--- config.mk ---
export PLATFORM = sky130hd
export DESIGN_NAME = sdrc_req_arb
export DESIGN_NICKNAME = d
export VERILOG_FILES = /design/src/rtl/sdrc_req_arb.sv
export SDC_FILE = /design/constraint.sdc
export NUM_CORES = 1
export LEC_CHECK = 0
export CORE_AREA = 2 2 154 156
export CTS_BUF_LIST = sky130_fd_sc_hd__clkbuf_8
export DETAILED_ROUTE_END_ITERATION = 8
export DIE_AREA = 0 0 156 158
export DONT_BUFFER_PORTS = 1
export REMOVE_ABC_BUFFERS = 1
export SYNTH_ARGS = -nofsm -noshare
export SYNTH_HDL_FRONTEND = slang
export SYNTH_SLANG_ARGS = --single-unit
--- constraint.sdc ---
create_clock -name clk -period 2.01 [get_ports clk]
set_input_delay 0 -clock clk [delete_from_list [all_inputs] [get_ports clk]]
set_output_delay 0 -clock clk [all_outputs]
set_load 0.02 [all_outputs]
--- src/rtl/sdrc_req_arb.sv ---
// sdrc_req_arb: four-port request arbiter in front of the SDRAM request generator.
// Two-class priority, round-robin within a class. Optional aging with SDRC_REQ_ARB_AGE_EN.
`default_nettype none

module sdrc_req_arb #(
   parameter int NUM_PORT     = 4,
   parameter int APP_AW       = 30,
   parameter int APP_RW       = 9,
   parameter int SDR_REQ_ID_W = 4,
   parameter int AGE_W        = 4
) (
   input  logic                             clk,
   input  logic                             reset,
   input  logic [NUM_PORT-1:0]              p_req,
   input  logic [NUM_PORT*SDR_REQ_ID_W-1:0] p_id,
   input  logic [NUM_PORT*(APP_AW+1)-1:0]   p_addr,
   input  logic [NUM_PORT*(APP_AW-1)-1:0]   p_addr_mask,
   input  logic [NUM_PORT*APP_RW-1:0]       p_len,
   input  logic [NUM_PORT-1:0]              p_wr_n,
   input  logic [NUM_PORT-1:0]              p_wrap,
   output logic [NUM_PORT-1:0]              p_ack,
   input  logic [NUM_PORT-1:0]              cfg_hi_pri,
   input  logic [AGE_W-1:0]                 cfg_age_lim,
   output logic                             req,
   output logic [SDR_REQ_ID_W-1:0]          req_id,
   output logic [APP_AW:0]                  req_addr,
   output logic [APP_AW-2:0]                req_addr_mask,
   output logic [APP_RW-1:0]                req_len,
   output logic                             req_wr_n,
   output logic                             req_wrap,
   input  logic                             req_ack,
   output logic [1:0]                       arb_grant,
   output logic                             arb_busy
);

   typedef enum logic [0:0] {
      ARB_IDLE = 1'b0,
      ARB_REQ  = 1'b1
   } arb_state_t;

   arb_state_t                r_state;
   logic                      r_req;
   logic [1:0]                r_grant;
   logic [1:0]                r_last_grant;
   logic [NUM_PORT-1:0]       r_zack;
   logic [SDR_REQ_ID_W-1:0]   r_id;
   logic [APP_AW:0]           r_addr;
   logic [APP_AW-2:0]         r_mask;
   logic [APP_RW-1:0]         r_len;
   logic                      r_wr_n;
   logic                      r_wrap;

   logic [NUM_PORT-1:0]       w_elig;
   logic [NUM_PORT-1:0]       w_hi;
   logic [NUM_PORT-1:0]       w_aged;
   logic [NUM_PORT-1:0]       w_cand;
   logic [NUM_PORT-1:0]       w_fwd_ack;
   logic                      w_found;
   logic [1:0]                w_win;
   logic [APP_RW-1:0]         w_len;
   logic                      w_grant_evt;

   // A port whose zero-length ack is pulsing this cycle still holds p_req; keep it out.
   assign w_elig      = p_req & ~r_zack;
   assign w_hi        = w_elig & cfg_hi_pri;
   assign w_len       = p_len[int'(w_win)*APP_RW +: APP_RW];
   assign w_grant_evt = (r_state == ARB_IDLE) && w_found;

   always_comb begin
      w_cand  = (|w_hi) ? w_hi : w_elig;
      if (|w_aged) begin
         w_cand = w_aged;
      end
      w_found = 1'b0;
      w_win   = 2'd0;
      for (int i = 1; i <= NUM_PORT; i++) begin
         if (!w_found && w_cand[(int'(r_last_grant) + i) % NUM_PORT]) begin
            w_found = 1'b1;
            w_win   = 2'((int'(r_last_grant) + i) % NUM_PORT);
         end
      end
   end

`ifdef SDRC_REQ_ARB_AGE_EN
   for (genvar g = 0; g < NUM_PORT; g++) begin : g_age
      logic [AGE_W-1:0] r_age;

      assign w_aged[g] = w_elig[g] && (cfg_age_lim != '0) && (r_age >= cfg_age_lim);

      always_ff @(posedge clk or posedge reset) begin
         if (reset) begin
            r_age <= '0;
         end else if (!p_req[g] || (w_grant_evt && (w_win == 2'(g)))) begin
            r_age <= '0;
         end else if (w_grant_evt && (r_age != {AGE_W{1'b1}})) begin
            r_age <= r_age + 1'b1;
         end
      end
   end
`else
   wire w_unused_age = ^cfg_age_lim;
   assign w_aged = '0;
`endif

   assign w_fwd_ack = ((r_state == ARB_REQ) && req_ack) ? (NUM_PORT'(1) << r_grant) : '0;

   always_ff @(posedge clk or posedge reset) begin
      if (reset) begin
         r_state      <= ARB_IDLE;
         r_req        <= 1'b0;
         r_grant      <= 2'd0;
         r_last_grant <= 2'(NUM_PORT - 1);
         r_zack       <= '0;
         r_id         <= '0;
         r_addr       <= '0;
         r_mask       <= '0;
         r_len        <= '0;
         r_wr_n       <= 1'b0;
         r_wrap       <= 1'b0;
      end else begin
         r_zack <= '0;
         case (r_state)
            ARB_IDLE: begin
               if (w_found) begin
                  r_grant <= w_win;
                  r_id    <= p_id[int'(w_win)*SDR_REQ_ID_W +: SDR_REQ_ID_W];
                  r_addr  <= p_addr[int'(w_win)*(APP_AW+1) +: APP_AW+1];
                  r_mask  <= p_addr_mask[int'(w_win)*(APP_AW-1) +: APP_AW-1];
                  r_len   <= w_len;
                  r_wr_n  <= p_wr_n[w_win];
                  r_wrap  <= p_wrap[w_win];
                  // Zero-length transfers complete here without touching the generator.
                  if (w_len == '0) begin
                     r_zack       <= NUM_PORT'(1) << w_win;
                     r_last_grant <= w_win;
                  end else begin
                     r_state <= ARB_REQ;
                     r_req   <= 1'b1;
                  end
               end
            end
            ARB_REQ: begin
               if (req_ack) begin
                  r_last_grant <= r_grant;
                  r_state      <= ARB_IDLE;
                  r_req        <= 1'b0;
               end
            end
            default: begin
               r_state <= ARB_IDLE;
               r_req   <= 1'b0;
            end
         endcase
      end
   end

   assign p_ack         = w_fwd_ack | r_zack;
   assign req           = r_req;
   assign arb_busy      = r_req;
   assign arb_grant     = r_grant;
   assign req_id        = r_id;
   assign req_addr      = r_addr;
   assign req_addr_mask = r_mask;
   assign req_len       = r_len;
   assign req_wr_n      = r_wr_n;
   assign req_wrap      = r_wrap;

endmodule

`default_nettype wire

# Word-level counts from Yosys, hierarchy flattened
# Index checks and enable logic that the tools add are counted.
[totals]
word_cells = 99
input_bits = 315
output_inout_bits = 83
reg_bits = 85
[classes]
shifts = 6
n_eq_ne = 4
bitwise = 9
n_reduce_logical = 16
n_addsub = 4
multipliers = 3
mux = 41
magnitude_cmp = 5
[ops]
columns = ["op", "n"]
rows = [
  ["124-bit by 8-bit indexed part select with 31-bit output", 1],
  ["116-bit by 8-bit indexed part select with 29-bit output", 1],
  ["36-bit by 7-bit indexed part select with 9-bit output", 1],
  ["1-bit two-way mux", 20],
  ["4-bit two-way mux", 5],
  ["3-bit by 4-bit < comparator with 1-bit output (second input constant)", 4],
  ["16-bit by 5-bit indexed part select with 4-bit output", 1],
  ["2-bit by 5-bit multiplier with 7-bit output (second input constant)", 2],
  ["2-bit two-way mux", 7],
  ["1-bit binary-select mux with 2-bit select", 6],
  ["9-bit logical NOT", 1],
  ["4-bit bitwise AND", 2],
  ["2-bit OR reduction", 4],
  ["1-bit by 2-bit left shift with 4-bit output (first input constant)", 2],
  ["2-bit by 4-bit multiplier with 6-bit output (second input constant)", 1],
  ["2-bit inequality test (second input constant)", 3],
  ["3-bit AND reduction", 2],
  ["2-bit by 1-bit adder with 2-bit output (second input constant)", 2],
  ["2-bit adder (second input constant)", 2],
  ["1-bit bitwise AND (first input constant)", 4],
  ["1-bit logical AND", 4],
  ["4-bit inverter", 1],
  ["4-bit bitwise OR", 1],
  ["1-bit case mux with 2 select lines", 2],
  ["7 further kinds", 9],
]

# Depth between registers and ports, before layout
[logic_depth]
depth_word = 24
ltp_mapped = 11
ltp_nobuf = 8

# Least setup slack after synthesis
# OpenSTA, ideal clock, no wires.
[synth_timing]
path_type = "register to register"
from = "register r_last_grant[1]"
to = "register r_last_grant[1]"
slack_ns = -0.210
setup_time_ns = 0.084
n_path_buf = 2
synth_period_minus_slack_ns = 2.220
stages_incl_launch_ff = 10
t_arrival_ns = 2.137
required_ns = 1.926
cell_sequence = "dfstp_2 clkbuf_2 inv_1 nor3_1 o31ai_4 buf_4 mux2i_1 mux2i_1 nand2b_1 a311o_1"
[synth_via]
elab_chain_len = 19
elab_cells_between_ends = 39
cone_classes = "4 x add/sub; 1 x mul; 2 x eq/ne; 1 x shift; 23 x mux; 8 x reduce/logical"
[synth_rtl]
columns = ["element", "line_no", "text"]
rows = [
  ["start: declaration", "44", "logic [1:0] r_last_grant;"],
  ["start signal: assignment", "112", "r_last_grant <= 2'(NUM_PORT - 1);"],
  ["start signal: assignment", "135", "r_last_grant <= w_win;"],
  ["start signal: assignment", "144", "r_last_grant <= r_grant;"],
  ["2-bit by 1-bit adder with 2-bit output", "77, 79", ""],
  ["1-bit binary-select mux with 2-bit select", "77", "if (!w_found && w_cand[(int'(r_last_grant) + i) % NUM_PORT]) begin"],
  ["1-bit two-way mux (not written as such) (2 in series)", "77", ""],
  ["1-bit two-way mux", "77", ""],
  ["1-bit logical NOT", "77", ""],
  ["1-bit logical AND", "77", ""],
  ["1-bit two-way mux", "77", ""],
  ["1-bit logical NOT", "77", ""],
  ["(+2 left out)", "-", ""],
  ["1-bit logical NOT", "77", ""],
  ["1-bit logical AND", "77", ""],
  ["2-bit two-way mux", "77", ""],
  ["2-bit by 4-bit multiplier with 6-bit output", "66", "assign w_len = p_len[int'(w_win)*APP_RW +: APP_RW];"],
  ["36-bit by 7-bit indexed part select with 9-bit output", "66", ""],
  ["9-bit logical NOT", "133", "if (w_len == '0) begin"],
  ["2-bit by 1-bit inequality test with 1-bit output (no line)", "-", ""],
  ["3-bit AND reduction (no line)", "-", ""],
]
# Parallel ways exist; a longest one is shown, timed or not. The select of a mux whose other input is x is not followed.
# A chain may end at the register's enable or synchronous reset.

# Final worst setup path
[layout_timing]
from = "register r_zack[2]"
to = "register r_zack[2]"
[layout_via]
elab_chain_len = 24
elab_cells_between_ends = 38
cone_classes = "1 x mul; 2 x shift; 24 x mux; 3 x bitwise; 8 x reduce/logical"
[layout_rtl]
columns = ["element", "line_no", "text"]
rows = [
  ["start: declaration", "45", "logic [NUM_PORT-1:0] r_zack;"],
  ["start signal: assignment", "134", "r_zack <= NUM_PORT'(1) << w_win;"],
  ["4-bit inverter *", "64", "assign w_elig = p_req & ~r_zack;"],
  ["4-bit bitwise AND *", "64", ""],
  ["4-bit bitwise AND", "65", "assign w_hi = w_elig & cfg_hi_pri;"],
  ["4-bit OR reduction", "70", "w_cand = (|w_hi) ? w_hi : w_elig;"],
  ["4-bit two-way mux *", "70", ""],
  ["1-bit binary-select mux with 2-bit select", "77", ""],
  ["1-bit two-way mux (not written as such) (2 in series)", "77", ""],
  ["1-bit two-way mux", "77", ""],
  ["(+7 left out)", "-", ""],
  ["1-bit logical AND", "77", ""],
  ["2-bit two-way mux", "77", ""],
  ["2-bit by 4-bit multiplier with 6-bit output", "66", ""],
  ["36-bit by 7-bit indexed part select with 9-bit output", "66", ""],
  ["9-bit logical NOT", "133", ""],
  ["4-bit two-way mux", "133", ""],
  ["4-bit two-way mux *", "124", "if (w_found) begin"],
  ["4-bit two-way mux *", "122", "case (r_state)"],
]
# Every way passes the cells marked *; elsewhere a longest branch is shown, timed or not. The select of a mux whose other input is x is not followed.

==> out/results.txt <==
Outcome: finished, violations left
Failing checks: negative setup slack
CTS tree: done
Final setup skew: 13.2 ps
FP Rows: 56
Placed inst area: 0.00665 mm²
# clock sinks: 85
CP max FO: 4
Worst-skew pair later-pin latency: 370 ps
Root buf cell: clkbuf_8
Crit path max-delay cell type: dfrtp_1
First-pass GRT wire length: 42600 µm
ANT nets after route: 0
HP Class: in -> reg
Post-Synthesis Cells: 785
H-tree Lvls: 3
Ant diodes: 0
Startpoint types: flip-flop
Max-Cap Viols: 0
Hold_ws: 23.5 ps
Final total power: 16.3 mW
Multi-input gate area: 0.00420 mm²
Yosys cell types: 47
Starting Density: 0.260
YS warnings: 0
Sequential share of the synthesized area: 0.356
Remaining global-route overflow: 0
Crit path time final: 2460 ps
Crit path arrival time: 2730 ps
CTS clk-pin slew, worst paths: 100 ps
Worst path cell trace: buf_6 > and3b_2 > a21oi_4 > a32oi_2 > nand4_1 > buf_4 > nand3_4 > mux2i_2 > nand2b_1 > a2111oi_4
Vias per cell: 5.83
Lkg Pwr: 5.11 nW
Register area: 0.00213 mm²
Number of buffers created by CTS: 9
Iter 0 DRT Violations: 785
Fin worst setup slack: -450 ps
Overall die height: 158 µm
Relative slew slack: 0.604
Count of final setup violators: 85
Vias in the first global route: 7656
Nets: 1382
DR WL/cell: 25.2 µm
Worst Tran Pin Value: 594 ps
Share of post-route cells with drive strength above 1: 0.306
Via count: 7939
Final HPWL DP: 16300 µm
Non-filler instance count after layout: 1362
Final Hold Fails: 0
Die X: 156 µm
Unrepaired setup endpoints after global routing: yes
Crit-path max cell delay: 430 ps
CP Data Required Time: 2280 ps
CTS Buffer Depth: 2
F_max: 406 MHz
CP bufs+invs: 2
Largest net degree at the start of global routing: 52
Crit Path Category: reg -> reg
DR pass1 iterations: 6
PwrDens: 1490 mW/mm²
Residual DRC: 0
Peak VDD IR: 0.000685 V
Initial antenna violation count: 1
Die footprint: 0.0246 mm²
Placeable Area: 0.0231 mm²
Max-slew violation count: 0
Global-route usage over all layers: 0.226
GP Congestion: 0.925
Synthesis-to-finish area growth: 83.5%
Routed wire length: 34300 µm
IO Pins: 398
Share of the clock period used by the worst path: 1.22
Synthesized flop and latch total: 85
Mapped Area: 0.00598 mm²
Final Cell Area: 0.0110 mm²
Crit-path leading delay family: simple AND/OR/NAND/NOR gates
Port buffer count: 0
Avg Inst Size Synth: 7.62 µm²
Crit. End Element: flip-flop
Post-Place Cells: 1074
Fill count: 1971
-- synth_stat cells (all sizes together) --
cell,instances,share of area
and3,68,0.072
nor2b,2,0.0021
dfrtp,83,0.35
o211ai,1,0.0013
o22ai,1,0.0010
nor4,9,0.0094
a311o,1,0.0017
a21o,70,0.088
nand3,10,0.0084
o31a,1,0.0015
o31ai,1,0.0036
inv,4,0.0025
o32ai,1,0.0015
a31o,1,0.0029
a311oi,66,0.097
nand4b,1,0.0015
nor2,9,0.0056
nand2,330,0.21
a31oi,1,0.0010
and2b,2,0.0025
buf,46,0.056
o211a,1,0.0017
o21a,1,0.0013
and3b,1,0.0015
o21ai,24,0.021
nand3b,4,0.011
a2bb2oi,1,0.0015
nand2b,2,0.0021
dfstp,2,0.0088
nand4,1,0.0010
or2,1,0.0010
a21oi,5,0.0067
a41oi,1,0.0015
a32oi,1,0.0015
clkbuf,23,0.015
mux2i,4,0.0067
a2111oi,1,0.0025
nor3,4,0.0033
-- repair_timing --
item / 4_1_cts / 5_1_grt
pin swaps: 70 / 28
gates resized for setup: 142 / 102
endpoints found under the setup margin: 83 / 85
hold buffers: 183 / 0
setup buffers: 27 / 29
cloned: 17 / 21
endpoints found under the hold margin: 122 / 0
-- per-stage QoR --
| step | utilization | setup slack [ps] | setup TNS (ps) |
|---|---|---|---|
| 6_report | 0.476 | -450 | -28530 |
| 5_1_grt | 0.476 | -555 | -34750 |
| 4_1_cts | 0.430 | -339 | -22060 |
| 3_5_place_dp | 0.288 | -405 | -23390 |
| 3_3_place_gp | 0.288 | -355 | -19220 |
| 2_1_floorplan | - | -2950 | -231520 |
-- where the power goes --
group / total, mW / switching (mW) / internal (mW)
combinational: 10.6 / 5.10 / 5.50
clock: 1.38 / 0.694 / 0.687
sequential: 4.37 / 1.81 / 2.55
-- area by class of cell --
| cell class | count | share of cell area |
|---|---|---|
| repair buffers | 340 | 0.371 |
| clock inverters | 7 | 0.00763 |
| flip-flops and latches | 85 | 0.194 |
| inverters | 4 | 0.00159 |
| multi-input cells | 627 | 0.382 |
| clock buffers | 9 | 0.0113 |
| well taps | 290 | 0.0330 |
-- worst reg2reg max path, cell delays in order (launching register included) --
cell	delay [ps]
dfrtp_1	430
buf_6	140
and3b_2	280
a21oi_4	50
a32oi_2	200
nand4_1	160
buf_4	180
nand3_4	140
mux2i_2	250
nand2b_1	190
a2111oi_4	340
-- placed cells by master, fill, tap and decap left out, types with 2 or more instances in the layout --
| cell | netlist | final |
|---|---|---|
| o21ai_1 | 2 | 13 |
| a21o_1 | 70 | 70 |
| a21oi_4 | 1 | 2 |
| dlygate4sd3_1 | 0 | 183 |
| buf_8 | 0 | 10 |
| a21oi_2 | 1 | 2 |
| nand3_2 | 0 | 6 |
| nand3b_4 | 3 | 3 |
| nor2_1 | 9 | 8 |
| nand2_2 | 0 | 27 |
| a311oi_1 | 66 | 12 |
| and3_1 | 67 | 40 |
| dfrtp_1 | 83 | 83 |
| clkbuf_16 | 0 | 13 |
| inv_1 | 4 | 6 |
| nand2b_1 | 2 | 2 |
| buf_6 | 14 | 29 |
| nand2_4 | 0 | 2 |
| nand3_4 | 0 | 2 |
| buf_12 | 0 | 23 |
| nor4_1 | 9 | 8 |
| mux2i_2 | 0 | 2 |
| nor2b_1 | 2 | 2 |
| nand3_1 | 10 | 2 |
| clkbuf_8 | 0 | 9 |
| nor3_2 | 0 | 3 |
| and3_4 | 1 | 28 |
| nand2_1 | 330 | 301 |
| buf_16 | 0 | 18 |
| buf_4 | 6 | 64 |
| dfstp_2 | 2 | 2 |
| o21ai_2 | 1 | 9 |
| bufinv_16 | 0 | 2 |
| a311oi_2 | 0 | 54 |
-- per-layer routing --
metal	wire, µm	up-vias	GRT usage
met5	13	-	0
met4	2000	2	0.135
met3	3130	176	0.0769
met2	16600	648	0.391
met1	12500	3785	0.239
li1	-	3328	-
-- kinds of logic (layout without fill, tap and decap cells) --
logic type,count (synthesis),count (layout),share of synthesized area
flops,85,85,0.356
simple gates,444,444,0.329
compound gates,179,179,0.236
mux,4,4,0.00669
buf+inv,73,360,0.0728
-- worst paths after layout --
path                                                from                          end  depth (start not counted)  slack (ps)
worst max-delay path                 r_zack[2]$_DFF_PP0_          r_zack[2]$_DFF_PP0_                         10        -450
worst min-delay path                             p_id[5]        req_id[1]$_DFFE_PP0P_                          4          20
worst max register to register       r_zack[2]$_DFF_PP0_          r_zack[2]$_DFF_PP0_                         10        -450
worst min register to register  req_addr[13]$_DFFE_PP0P_     req_addr[13]$_DFFE_PP0P_                          1         640
max in group asynchronous                          reset  r_last_grant[0]$_DFFE_PP1P_                          3        1120
min in group asynchronous                          reset        req_id[1]$_DFFE_PP0P_                          2         160
-- state kept, by name (all words and copies together) (netlist names) --
name / cells
arb_busy: 1
arb_grant: 2
r_last_grant: 2
r_state: 1
r_zack: 4
req_addr: 31
req_addr_mask: 29
req_id: 4
req_len: 9
req_wr_n: 1
req_wrap: 1
Note: power is estimated with default switching activity, not from simulation.
